==> src/rtl/mmu_pkg.sv <==
`default_nettype none
// ============================================================================
//  Module      : mmu_pkg
//  Description : Shared types and constants for the MMU register read path.
//                Holds the page-table type codes, the PTE size encodings,
//                the page-table attribute layout, the register-group decode
//                and the response record carried by the response FIFO.
//  Revision    : 1.0 - initial release
// ============================================================================
package mmu_pkg;

    // Widest response the read path can produce (four 64-bit words).
    localparam int MMU_RESP_W = 256;

    // Page-table type code that selects 4-byte page-table entries.
    localparam logic [3:0] I386 = 4'd1;

    // PTE size encodings: log2 of the entry size in bytes.
    localparam logic [1:0] _4B_PTE = 2'd2;
    localparam logic [1:0] _8B_PTE = 2'd3;

    // Page-table attribute register; the type code sits in the low nibble.
    typedef struct packed {
        logic [59:0] attr;
        logic [3:0]  typ;
    } ptattr_t;

    // Register groups reachable through the register window.
    typedef enum logic [2:0] {
        MMU_RG_FAULT  = 3'd0,
        MMU_RG_PTBR   = 3'd1,
        MMU_RG_PROBE  = 3'd2,
        MMU_RG_PVALID = 3'd3,
        MMU_RG_PBL    = 3'd4,
        MMU_RG_REGION = 3'd5,
        MMU_RG_NONE   = 3'd7
    } mmu_rg_e;

    // One entry of the response FIFO.
    typedef struct packed {
        logic [MMU_RESP_W-1:0] dat;
        logic [15:0]           tid;
        logic [3:0]            pri;
        logic                  err;
    } mmu_rd_resp_t;

    localparam int MMU_RESP_BITS = $bits(mmu_rd_resp_t);

    // Map a register-window byte address onto its register group.
    function automatic mmu_rg_e mmu_rg_decode(input logic [13:0] adr);
        mmu_rg_e grp;
        casez (adr)
            14'b11_1111_000?_????: grp = MMU_RG_FAULT;
            14'b11_1111_001?_????: grp = MMU_RG_PTBR;
            14'b11_1111_010?_????: grp = MMU_RG_PROBE;
            14'b11_1111_011?_????: grp = MMU_RG_PVALID;
            14'b11_1011_0???_????: grp = MMU_RG_PBL;
            14'b11_1100_00??_????: grp = MMU_RG_REGION;
            default:               grp = MMU_RG_NONE;
        endcase
        return grp;
    endfunction

endpackage
`default_nettype wire

==> src/rtl/mmu_resp_fifo.sv <==
`default_nettype none
// ============================================================================
//  Module      : mmu_resp_fifo
//  Description : Response FIFO for the MMU register read path. Two write
//                ports per cycle (wr0 is stored ahead of wr1 when both fire),
//                one combinational read port. Pointers wrap modulo RDEPTH.
//  Ports       : clk, rst      clock / asynchronous active-high reset
//                wr0_en/data   first write port (config-space completions)
//                wr1_en/data   second write port (register reads)
//                rd_en         pop the head entry (only while not empty)
//                rd_data       head entry
//                not_empty     FIFO holds at least one entry
//                count         number of entries held
//  Revision    : 1.0 - initial release
// ============================================================================
module mmu_resp_fifo
    import mmu_pkg::*;
#(
    parameter int RDEPTH = 4
)
(
    input  logic                             clk,
    input  logic                             rst,
    input  logic                             wr0_en,
    input  logic [MMU_RESP_BITS-1:0]         wr0_data,
    input  logic                             wr1_en,
    input  logic [MMU_RESP_BITS-1:0]         wr1_data,
    input  logic                             rd_en,
    output logic [MMU_RESP_BITS-1:0]         rd_data,
    output logic                             not_empty,
    output logic [$clog2(RDEPTH):0]          count
);

    localparam int PW = $clog2(RDEPTH);
    localparam int CW = PW + 1;
    localparam logic [CW:0] c_depth = (CW+1)'(RDEPTH);

    logic [MMU_RESP_BITS-1:0] r_mem [RDEPTH];
    logic [PW-1:0]            r_wptr;
    logic [PW-1:0]            r_rptr;
    logic [CW-1:0]            r_count;

    logic [1:0]               w_nwr;
    logic [PW-1:0]            w_wa1;
    logic [CW-1:0]            w_count_nxt;
    logic [CW:0]              w_fill;
    logic                     w_ovf;

    assign w_nwr = {1'b0, wr0_en} + {1'b0, wr1_en};

    // wr1 lands just behind wr0 when both write in the same cycle.
    assign w_wa1 = wr0_en ? (r_wptr + PW'(1)) : r_wptr;

    assign w_count_nxt = r_count + CW'(w_nwr) - CW'(rd_en);

    // Occupancy after this cycle, one bit wider so an overflow is visible.
    assign w_fill = {1'b0, r_count} + (CW+1)'(w_nwr) - (CW+1)'(rd_en);
    assign w_ovf  = (w_fill > c_depth);

    always_ff @(posedge clk or posedge rst) begin
        if (rst) begin
            r_wptr  <= '0;
            r_rptr  <= '0;
            r_count <= '0;
            for (int i = 0; i < RDEPTH; i++) begin
                r_mem[i] <= '0;
            end
        end else begin
            if (wr0_en) begin
                r_mem[r_wptr] <= wr0_data;
            end
            if (wr1_en) begin
                r_mem[w_wa1] <= wr1_data;
            end
            r_wptr <= r_wptr + PW'(w_nwr);
            if (rd_en) begin
                r_rptr <= r_rptr + PW'(1);
            end
            r_count <= w_count_nxt;
        end
    end

    assign rd_data   = r_mem[r_rptr];
    assign not_empty = (r_count != '0);
    assign count     = r_count;

    a_no_overflow: assert property (@(posedge clk) disable iff (rst) !w_ovf);
    a_no_underflow: assert property (@(posedge clk) disable iff (rst) !(rd_en && (r_count == '0)));

endmodule
`default_nettype wire

==> src/rtl/mmu_reg_read_pipe.sv <==
`default_nettype none
// ============================================================================
//  Module      : mmu_reg_read_pipe
//  Description : Pipelined, back-pressured read path for the MMU register
//                window and config space. A request is registered in S0,
//                the addressed group is built and pushed into the response
//                FIFO in S1; config completions enter the FIFO directly.
//  Ports       : clk, rst                 clock / async active-high reset
//                req_v/req_rdy/req_adr/req_tid/req_pri   read request
//                cfg_ack/cfg_dat/cfg_tid  config-space completion (no stall)
//                fault_adr/seg/asid/v     fault record, fault_clr clears it
//                ptbr, ptattr             page table base / attributes
//                virt_adr/phys_adr/phys_adr_v  translation probe
//                pbl_regset, pbl          pebble register set and table
//                region_dat               region table word
//                pte_size                 PTE size from page-table type
//                resp_v/resp_rdy/resp_dat/resp_tid/resp_pri/resp_err
//  Revision    : 1.0 - initial release
// ============================================================================
module mmu_reg_read_pipe
    import mmu_pkg::*;
#(
    parameter int DW         = 256,
    parameter int AW         = 14,
    parameter int RDEPTH     = 4,
    parameter int READ_CLEAR = 1,
    parameter int NPBL       = 16
)
(
    input  logic              clk,
    input  logic              rst,
    input  logic              req_v,
    output logic              req_rdy,
    input  logic [AW-1:0]     req_adr,
    input  logic [15:0]       req_tid,
    input  logic [3:0]        req_pri,
    input  logic              cfg_ack,
    input  logic [DW-1:0]     cfg_dat,
    input  logic [15:0]       cfg_tid,
    input  logic [63:0]       fault_adr,
    input  logic [63:0]       fault_seg,
    input  logic [15:0]       fault_asid,
    input  logic              fault_v,
    output logic              fault_clr,
    input  logic [63:0]       ptbr,
    input  logic [63:0]       ptattr,
    input  logic [63:0]       virt_adr,
    input  logic [63:0]       phys_adr,
    input  logic              phys_adr_v,
    input  logic [4:0]        pbl_regset,
    input  logic [NPBL*16-1:0] pbl,
    input  logic [255:0]      region_dat,
    output logic [1:0]        pte_size,
    output logic              resp_v,
    input  logic              resp_rdy,
    output logic [DW-1:0]     resp_dat,
    output logic [15:0]       resp_tid,
    output logic [3:0]        resp_pri,
    output logic              resp_err
);

    localparam int CW = $clog2(RDEPTH) + 1;
    // Register reads may only claim RDEPTH-1 slots; the last is kept for cfg_ack.
    localparam logic [CW:0] c_credit_lim = (CW+1)'(RDEPTH - 2);

    // S0 request registers
    logic              r_s0_v;
    logic [AW-1:0]     r_s0_adr;
    logic [15:0]       r_s0_tid;
    logic [3:0]        r_s0_pri;
    logic [1:0]        r_pte_size;

    logic              w_req_fire;
    logic              w_pop;
    logic              w_not_empty;
    logic [CW-1:0]     w_fifo_count;
    mmu_rg_e           w_grp;
    logic [63:0]       w_word [4];
    logic [63:0]       w_pbl_word;
    logic [255:0]      w_grp_dat;
    logic [255:0]      w_lane_dat;
    ptattr_t           w_ptattr;
    mmu_rd_resp_t      w_cfg_resp;
    mmu_rd_resp_t      w_reg_resp;
    mmu_rd_resp_t      w_head;
    logic [MMU_RESP_BITS-1:0] w_head_bits;

    // ------------------------------------------------------------------
    // Credit check: S0 is the only in-flight stage, S1 pushes unconditionally.
    // ------------------------------------------------------------------
    assign req_rdy    = ~rst && (({1'b0, w_fifo_count} + (CW+1)'(r_s0_v)) <= c_credit_lim);
    assign w_req_fire = req_v && req_rdy;

    always_ff @(posedge clk or posedge rst) begin
        if (rst) begin
            r_s0_v   <= 1'b0;
            r_s0_adr <= '0;
            r_s0_tid <= '0;
            r_s0_pri <= '0;
        end else begin
            r_s0_v <= w_req_fire;
            if (w_req_fire) begin
                r_s0_adr <= req_adr;
                r_s0_tid <= req_tid;
                r_s0_pri <= req_pri;
            end
        end
    end

    // ------------------------------------------------------------------
    // S1: group build
    // ------------------------------------------------------------------
    assign w_grp    = mmu_rg_decode(r_s0_adr[13:0]);
    assign w_ptattr = ptattr;

    // Pebble word: entries adr[6:3]*4 .. +3, lowest entry in the low bits.
    // Entries beyond NPBL read as zero.
    always_comb begin
        w_pbl_word = '0;
        for (int e = 0; e < NPBL; e++) begin
            if ((e / 4) == int'(r_s0_adr[6:3])) begin
                w_pbl_word[(e % 4)*16 +: 16] = pbl[e*16 +: 16];
            end
        end
    end

    always_comb begin
        for (int i = 0; i < 4; i++) begin
            w_word[i] = '0;
        end
        case (w_grp)
            MMU_RG_FAULT: begin
                w_word[0] = fault_adr;
                w_word[2] = fault_seg;
            end
            MMU_RG_PTBR: begin
                w_word[0] = {fault_asid, 48'b0};
                w_word[1] = ptbr;
                w_word[3] = ptattr;
            end
            MMU_RG_PROBE: begin
                w_word[0] = virt_adr;
                w_word[2] = phys_adr;
            end
            MMU_RG_PVALID: begin
                w_word[0] = {63'b0, phys_adr_v};
                w_word[1] = {59'b0, pbl_regset};
            end
            MMU_RG_PBL: begin
                for (int i = 0; i < 4; i++) begin
                    w_word[i] = w_pbl_word;
                end
            end
            default: begin
            end
        endcase
    end

    assign w_grp_dat = (w_grp == MMU_RG_REGION) ? region_dat
                     : {w_word[3], w_word[2], w_word[1], w_word[0]};

    // Lane select down to DW bits, zero-extended into the FIFO record.
    generate
        if (DW == 256) begin : g_lane256
            assign w_lane_dat = w_grp_dat;
        end else if (DW == 128) begin : g_lane128
            assign w_lane_dat = {128'b0, r_s0_adr[4] ? w_grp_dat[255:128] : w_grp_dat[127:0]};
        end else begin : g_lane64
            assign w_lane_dat = {192'b0, w_grp_dat[64*r_s0_adr[4:3] +: 64]};
        end
    endgenerate

    always_comb begin
        w_reg_resp     = '0;
        w_reg_resp.dat = w_lane_dat;
        w_reg_resp.tid = r_s0_tid;
        w_reg_resp.pri = r_s0_pri;
        w_reg_resp.err = (w_grp == MMU_RG_NONE);
    end

    always_comb begin
        w_cfg_resp     = '0;
        w_cfg_resp.dat = MMU_RESP_W'(cfg_dat);
        w_cfg_resp.tid = cfg_tid;
    end

    // Fault data is sampled this cycle; the clear takes effect afterwards.
    assign fault_clr = (READ_CLEAR != 0) && r_s0_v && (w_grp == MMU_RG_FAULT) && fault_v;

    always_ff @(posedge clk or posedge rst) begin
        if (rst) begin
            r_pte_size <= _8B_PTE;
        end else if (r_s0_v && (w_grp == MMU_RG_PTBR)) begin
            r_pte_size <= (w_ptattr.typ == I386) ? _4B_PTE : _8B_PTE;
        end
    end

    assign pte_size = r_pte_size;

    // ------------------------------------------------------------------
    // Response FIFO
    // ------------------------------------------------------------------
    assign w_pop = w_not_empty && resp_rdy;

    mmu_resp_fifo #(
        .RDEPTH (RDEPTH)
    ) u_fifo (
        .clk       (clk),
        .rst       (rst),
        .wr0_en    (cfg_ack),
        .wr0_data  (w_cfg_resp),
        .wr1_en    (r_s0_v),
        .wr1_data  (w_reg_resp),
        .rd_en     (w_pop),
        .rd_data   (w_head_bits),
        .not_empty (w_not_empty),
        .count     (w_fifo_count)
    );

    assign w_head   = w_head_bits;
    assign resp_v   = w_not_empty;
    assign resp_dat = w_head.dat[DW-1:0];
    assign resp_tid = w_head.tid;
    assign resp_pri = w_head.pri;
    assign resp_err = w_head.err;

endmodule
`default_nettype wire

==> config.mk <==
export PLATFORM = sky130hd
export DESIGN_NAME = mmu_reg_read_pipe
export DESIGN_NICKNAME = d
export VERILOG_FILES = /design/src/rtl/mmu_pkg.sv /design/src/rtl/mmu_resp_fifo.sv /design/src/rtl/mmu_reg_read_pipe.sv
export SDC_FILE = /design/constraint.sdc
export NUM_CORES = 2
export LEC_CHECK = 0
export ABC_CLOCK_PERIOD_IN_PS = 47300
export BUFFER_PORTS_ARGS = -buffer_cell sky130_fd_sc_hd__buf_4
export CORE_AREA = 3 3 588 590
export DETAILED_ROUTE_END_ITERATION = 8
export DIE_AREA = 0 0 591 593
export MAX_ROUTING_LAYER = met4
export PLACE_DENSITY = 0.37
export REMOVE_ABC_BUFFERS = 1
export SLEW_MARGIN = 0
export SYNTH_ARGS = -nofsm -noshare
export SYNTH_HDL_FRONTEND = slang
export SYNTH_SLANG_ARGS = --single-unit
==> constraint.sdc <==
create_clock -name clk -period 47.3 [get_ports clk]
set_input_delay 2.365 -clock clk [delete_from_list [all_inputs] [get_ports clk]]
set_output_delay 2.365 -clock clk [all_outputs]
set_load 0.05 [all_outputs]
; ---- Word level (Yosys, flattened, before mapping)
; Cells that the tools add are included.
[totals]
reg_bits = 1152
out_inout_bits = 282
[op_classes]
n_addsub = 7
n_lt_le_gt_ge = 6
eq_ne = 16
mux = 35
bitwise_logic = 4
reduce_logical = 11
[ops]
columns = operator, n
row1 = bitwise mux 1108 bit, 2
row2 = 2-to-1 mux 1108 bit, 2
row3 = demux 277 bit (select 2 bit), 2
row4 = 2-to-1 mux 277 bit, 4
row5 = binary-select mux 277 bit (select 2 bit), 1
row6 = case mux 64 bit (3 select lines), 2
row7 = case mux 64 bit (5 select lines), 1
row8 = 2-to-1 mux 16 bit, 16
row9 = 2-to-1 mux 256 bit, 1
row10 = case mux 64 bit (2 select lines), 1
row11 = == test 9 bit (second input constant), 4
row12 = case mux 3 bit (6 select lines), 1
row13 = == test 3 bit (second input constant), 3
row14 = >= comparator 3 bit (second input constant), 3
row15 = NOT 2 -> 3 bit, 3
row16 = == test 3 x 4 -> 1 bit (first input constant), 2
row17 = == test 8 bit (second input constant), 1
row18 = logical AND 1 bit, 8
row19 = == test 7 bit (second input constant), 1
row20 = == test 3 x 2 -> 1 bit (second input constant), 2
row21 = less-than comparator 3 x 1 -> 1 bit (second input constant), 2
row22 = adder 2 x 1 -> 2 bit (second input constant), 2
row23 = adder 3 x 1 -> 4 bit, 1
row24 = == test 2 x 4 -> 1 bit (first input constant), 1
row25 = other kinds (13), 13

; ---- Depth between registers and ports, before layout
[depth]
ltp_word = 9
depth_mapped = 10

; ---- By module
; A second synthesis with hierarchy kept.
[unflattened]
cells_unflattened = 5234
area_unflattened_um2 = 69222.6
[by_module_without_submodules]
columns = module, instances, cells_each, area_each_um2, seq_area_each_um2
row1 = mmu_resp_fifo, 1, 3953, 61298.8, 27901.8
row2 = mmu_reg_read_pipe, 1, 1281, 7923.8, 827.0

; ---- Worst setup path before layout
; No wires, ideal clock.
[synth_path]
path_type = input to output
start = in rst
end = out req_rdy
arrival_time_ns = 3.604
setup_slack_ns = 41.331
path_stages = 1
path_buffers = 0
path_cell_list = a221oi_1
[synth_between]
elab_chain_cells = 2
[synth_rtl]
columns = element, line
row1 = start: declaration, mmu_reg_read_pipe.sv:31  ; input logic rst,
row2 = NOT 1 bit, mmu_reg_read_pipe.sv:91  ; assign req_rdy = ~rst && (({1'b0, w_fifo_count} + (CW+1)'(r_s0_v)) <= c_credit_lim);
row3 = logical AND 1 bit, mmu_reg_read_pipe.sv:91
row4 = end: declaration, mmu_reg_read_pipe.sv:33  ; output logic req_rdy,
; No other way between the ends.

; ---- Worst setup path after layout
[layout_path]
start = reg u_fifo.r_rptr[0]
end = out resp_dat[43]
[layout_between]
elab_chain_cells = 4
[layout_rtl]
columns = element, line
row1 = start: declaration, mmu_resp_fifo.sv:40  ; logic [PW-1:0] r_rptr;
row2 = start signal: assignment, mmu_resp_fifo.sv:77  ; r_rptr <= r_rptr + PW'(1);
row3 = NOT 2 -> 3 bit (implied by the code), mmu_resp_fifo.sv:83  ; assign rd_data = r_mem[r_rptr];
row4 = binary-select mux 277 bit (select 2 bit), mmu_resp_fifo.sv:83
row5 = 2-to-1 mux 277 bit (implied by the code) (2 in a row), mmu_resp_fifo.sv:83
row6 = end: declaration, mmu_reg_read_pipe.sv:56  ; output logic [DW-1:0] resp_dat,
; No other way between the ends. The select of a mux whose other input is x is not followed.

==> impl_metrics.env <==
export IMPL_ff_latch_area_sq_um=28800
export IMPL_finalSetupTns_ns=0
export IMPL_synth_top_cell_area_share_pct=41.8
export IMPL_ys_flop_type="dfrtp_1"
export IMPL_gp_congestion=0.863
export IMPL_synth_mux_area_share_pct=13.6
export IMPL_clkTransAtPathRegs_ns=0.06
export IMPL_grt_max_degree=152
export IMPL_hold_class="flip-flop to flip-flop"
export IMPL_cp_arrival_ns=5.92
export IMPL_crit_start="u_fifo.r_rptr[0]"
export IMPL_drv_cap=0
export IMPL_synth_area_leader_cell="dfrtp_1"
export IMPL_wl_um=421000
export IMPL_cts_hold_buf=0
export IMPL_pwr_density_cell_nw_per_um2=79.9
export IMPL_globalRouteTotalUtil_pct=23.6
export IMPL_htreeDepth=4
export IMPL_worst_pin_slew_ns=1.30
export IMPL_synth_top_family_by_area="simple AND/OR/NAND/NOR gates"
export IMPL_critPathCaptureType="output port"
export IMPL_wl_met1_um=175000
export IMPL_ys_seq_area_share_pct=41.9
export IMPL_synth_fa_ha_area_share_pct=0.230
export IMPL_outcome="complete, no violations"
export IMPL_drc_errors=0
export IMPL_dr_total_vias=70100
export IMPL_synth_cell_types=54
export IMPL_cts_buffers=160
export IMPL_rows=214
export IMPL_fmax_ghz=0.121
export IMPL_finalSetupViolations=0
export IMPL_fp_dieH_um=593
export IMPL_ir_drop_v=0.0000504
export IMPL_slew_viol_final=0
export IMPL_start_kind="flip-flop"
export IMPL_cts_setup_buffers=0
export IMPL_r2r_start="u_fifo.r_wptr[0]"
export IMPL_syn_avg_cell_area_sq_um=8.88
export IMPL_cts_tree="built"
export IMPL_clk_latency_ns=0.82
export IMPL_cts_root_buf="clkbuf_16"
export IMPL_grt_antenna_before_repair=118
export IMPL_synth_cells=7726
export IMPL_crit_required_ns=44.94
export IMPL_io_pins=1512
export IMPL_dr_wl_met2_um=200000
export IMPL_synth_area_top_cells="dfrtp_1, nand2_1, mux4_2, a21oi_1, and3_1"
export IMPL_wl_per_cell_um=31.2
export IMPL_cp_max_fo=35
export IMPL_synth_compound_area_share_pct=18.6
export IMPL_leakagePower_nw=39.2
export IMPL_synth_async_sr_flop_share_pct=100
export IMPL_drive_gt1_share_pct=26.2
export IMPL_crit_type="flip-flop to output port"
export IMPL_syn_to_final_growth_pct=30.6
export IMPL_synth_simple_area_share_pct=20.7
export IMPL_period_share_pct=17.5
export IMPL_drt_iter0_drc=6486
export IMPL_synth_area_sq_um=68600
export IMPL_dieWidth_um=591
export IMPL_fin_worst_skew_ns=0.0341
export IMPL_dr_max_layer_used="met4"
export IMPL_postCtsResizedCells=0
export IMPL_yosysWarnings=0
export IMPL_cts_sinks=1148
export IMPL_nFillCells=36700
export IMPL_ys_ff_latch=1148
export IMPL_place_area_sq_um=84100
export IMPL_relSlewSlack_pct=13.3
export IMPL_dieArea_sq_um=350000
export IMPL_finalHoldViolCount=0
export IMPL_vias_per_cell=5.19
export IMPL_post_dp_hpwl_um=287000
export IMPL_final_area_sq_um=89600
export IMPL_coreArea_sq_um=340000
export IMPL_multi_input_area_sq_um=36700
export IMPL_synth_edf_count=0
export IMPL_netlist_top_cells_count="nand2_1, dfrtp_1, a21oi_1"
export IMPL_synth_most_common_cell="nand2_1"
export IMPL_wl_met3_um=34900
export IMPL_clk_path_buf_depth=4
export IMPL_grt_overflow_total=0
export IMPL_final_nets=10000
export IMPL_fin_crit_ns=8.29
export IMPL_antenna_left=0
export IMPL_grt_pass1_wl_um=579000
export IMPL_first_global_vias=69900
export IMPL_drt_pass1_iter_count=6
export IMPL_io_buffers=1507
export IMPL_start_util_pct=20.2
export IMPL_synth_xor_area_share_pct=0.0766
export IMPL_holdCritStartpoint="pte_size[0]"
export IMPL_rsz0062_at_grt="false"
[stage by stage]
step           hold slack [ns]  total power [W]  setup slack (ns)  std cells  utilization (%)
2_1_floorplan            0.461          0.00450             12.60       6951                -
5_1_grt                  0.506          0.00753             38.57      13500             26.3
4_1_cts                  0.491          0.00722             38.68      13400             26.3
6_report                 0.490          0.00716             39.01      13500             26.3
3_3_place_gp             0.482          0.00588             39.65      13200             24.7
3_5_place_dp             0.483          0.00594             39.62      13200             24.7
[power breakdown]
| part | leakage [nW] | switching (W) | total (W) | internal [W] |
|---|---|---|---|---|
| Combinational | 22.4 | 0.00273 | 0.00415 | 0.00142 |
| Clock | 2.59 | 0.000501 | 0.00125 | 0.000748 |
| Sequential | 14.2 | 0.000294 | 0.00176 | 0.00147 |
| Total | 39.2 | 0.00353 | 0.00716 | 0.00363 |
[layer usage]
metal / up-vias / GRT usage (%)
li1: 30100 / -
met1: 36300 / 29.7
met2: 3259 / 37.7
met3: 479 / 5.76
met4: 0 / 6.35
met5: - / -
[cells in the final DEF (no fill, tap or decap), types with 44 or more instances in the layout]
| cell type | count |
|---|---|
| a211oi_1 | 63 |
| a21oi_1 | 974 |
| a22o_1 | 158 |
| a22oi_1 | 75 |
| a2bb2oi_1 | 63 |
| a31oi_1 | 64 |
| a32o_1 | 64 |
| and2_1 | 44 |
| and3_1 | 774 |
| buf_4 | 1664 |
| clkbuf_16 | 164 |
| dfrtp_1 | 1139 |
| diode_2 | 79 |
| inv_1 | 75 |
| mux2i_1 | 273 |
| mux4_2 | 277 |
| nand2_1 | 1793 |
| nand4b_1 | 98 |
| nor2_1 | 128 |
| o21ai_0 | 387 |
| o22ai_1 | 256 |
| or3b_2 | 68 |
[kinds of logic (layout without fill, tap and decap cells)]
kind of cell	after synthesis	count (layout)
and+or+nand+nor	2980	2980
AOI/OAI and AO/OA	2147	2147
DFF	1148	1148
buffers and inverters	851	2026
muxes	581	581
adders and majority gates	12	12
xor gates and xnor gates	6	6
other	1	80
[state kept, by name, summed over array words and instances (netlist names)]
name	cells
pte_size	1
r_s0_adr	11
r_s0_pri	4
r_s0_tid	16
r_s0_v	1
u_fifo.count	3
u_fifo.r_mem	1108
u_fifo.r_rptr	2
u_fifo.r_wptr	2
[worst max-delay path, cell delays in order, from the launching register on]
cell and delay [ns]:
dfrtp_4 0.81, buf_4 0.73, buf_4 0.78, buf_4 0.73, buf_4 0.79, mux4_2 0.81
buf_4 0.28
[final timing paths]
kind,to,slack [ns],depth (start not counted)
worst min-delay path,pte_size[0],0.49,2
worst max-delay path,resp_dat[43],39.01,6
min in group asynchronous,u_fifo.r_rptr[0],1.62,2
max in group asynchronous,u_fifo.r_mem[315],40.88,7
worst min register to register,pte_size[0],0.49,2
worst max register to register,u_fifo.r_mem[1081],42.44,9
[final cells by class]
class | count | share of cell area, %
Multi-Input combinational cell | 5727 | 41.0
Sequential cell | 1148 | 32.1
Timing Repair Buffer | 1674 | 14.2
Tap cell | 4536 | 6.33
Clock buffer | 246 | 5.38
Clock inverter | 30 | 0.497
Inverter | 76 | 0.327
Antenna cell | 79 | 0.221
Note: power is estimated with default switching activity, not from simulation.
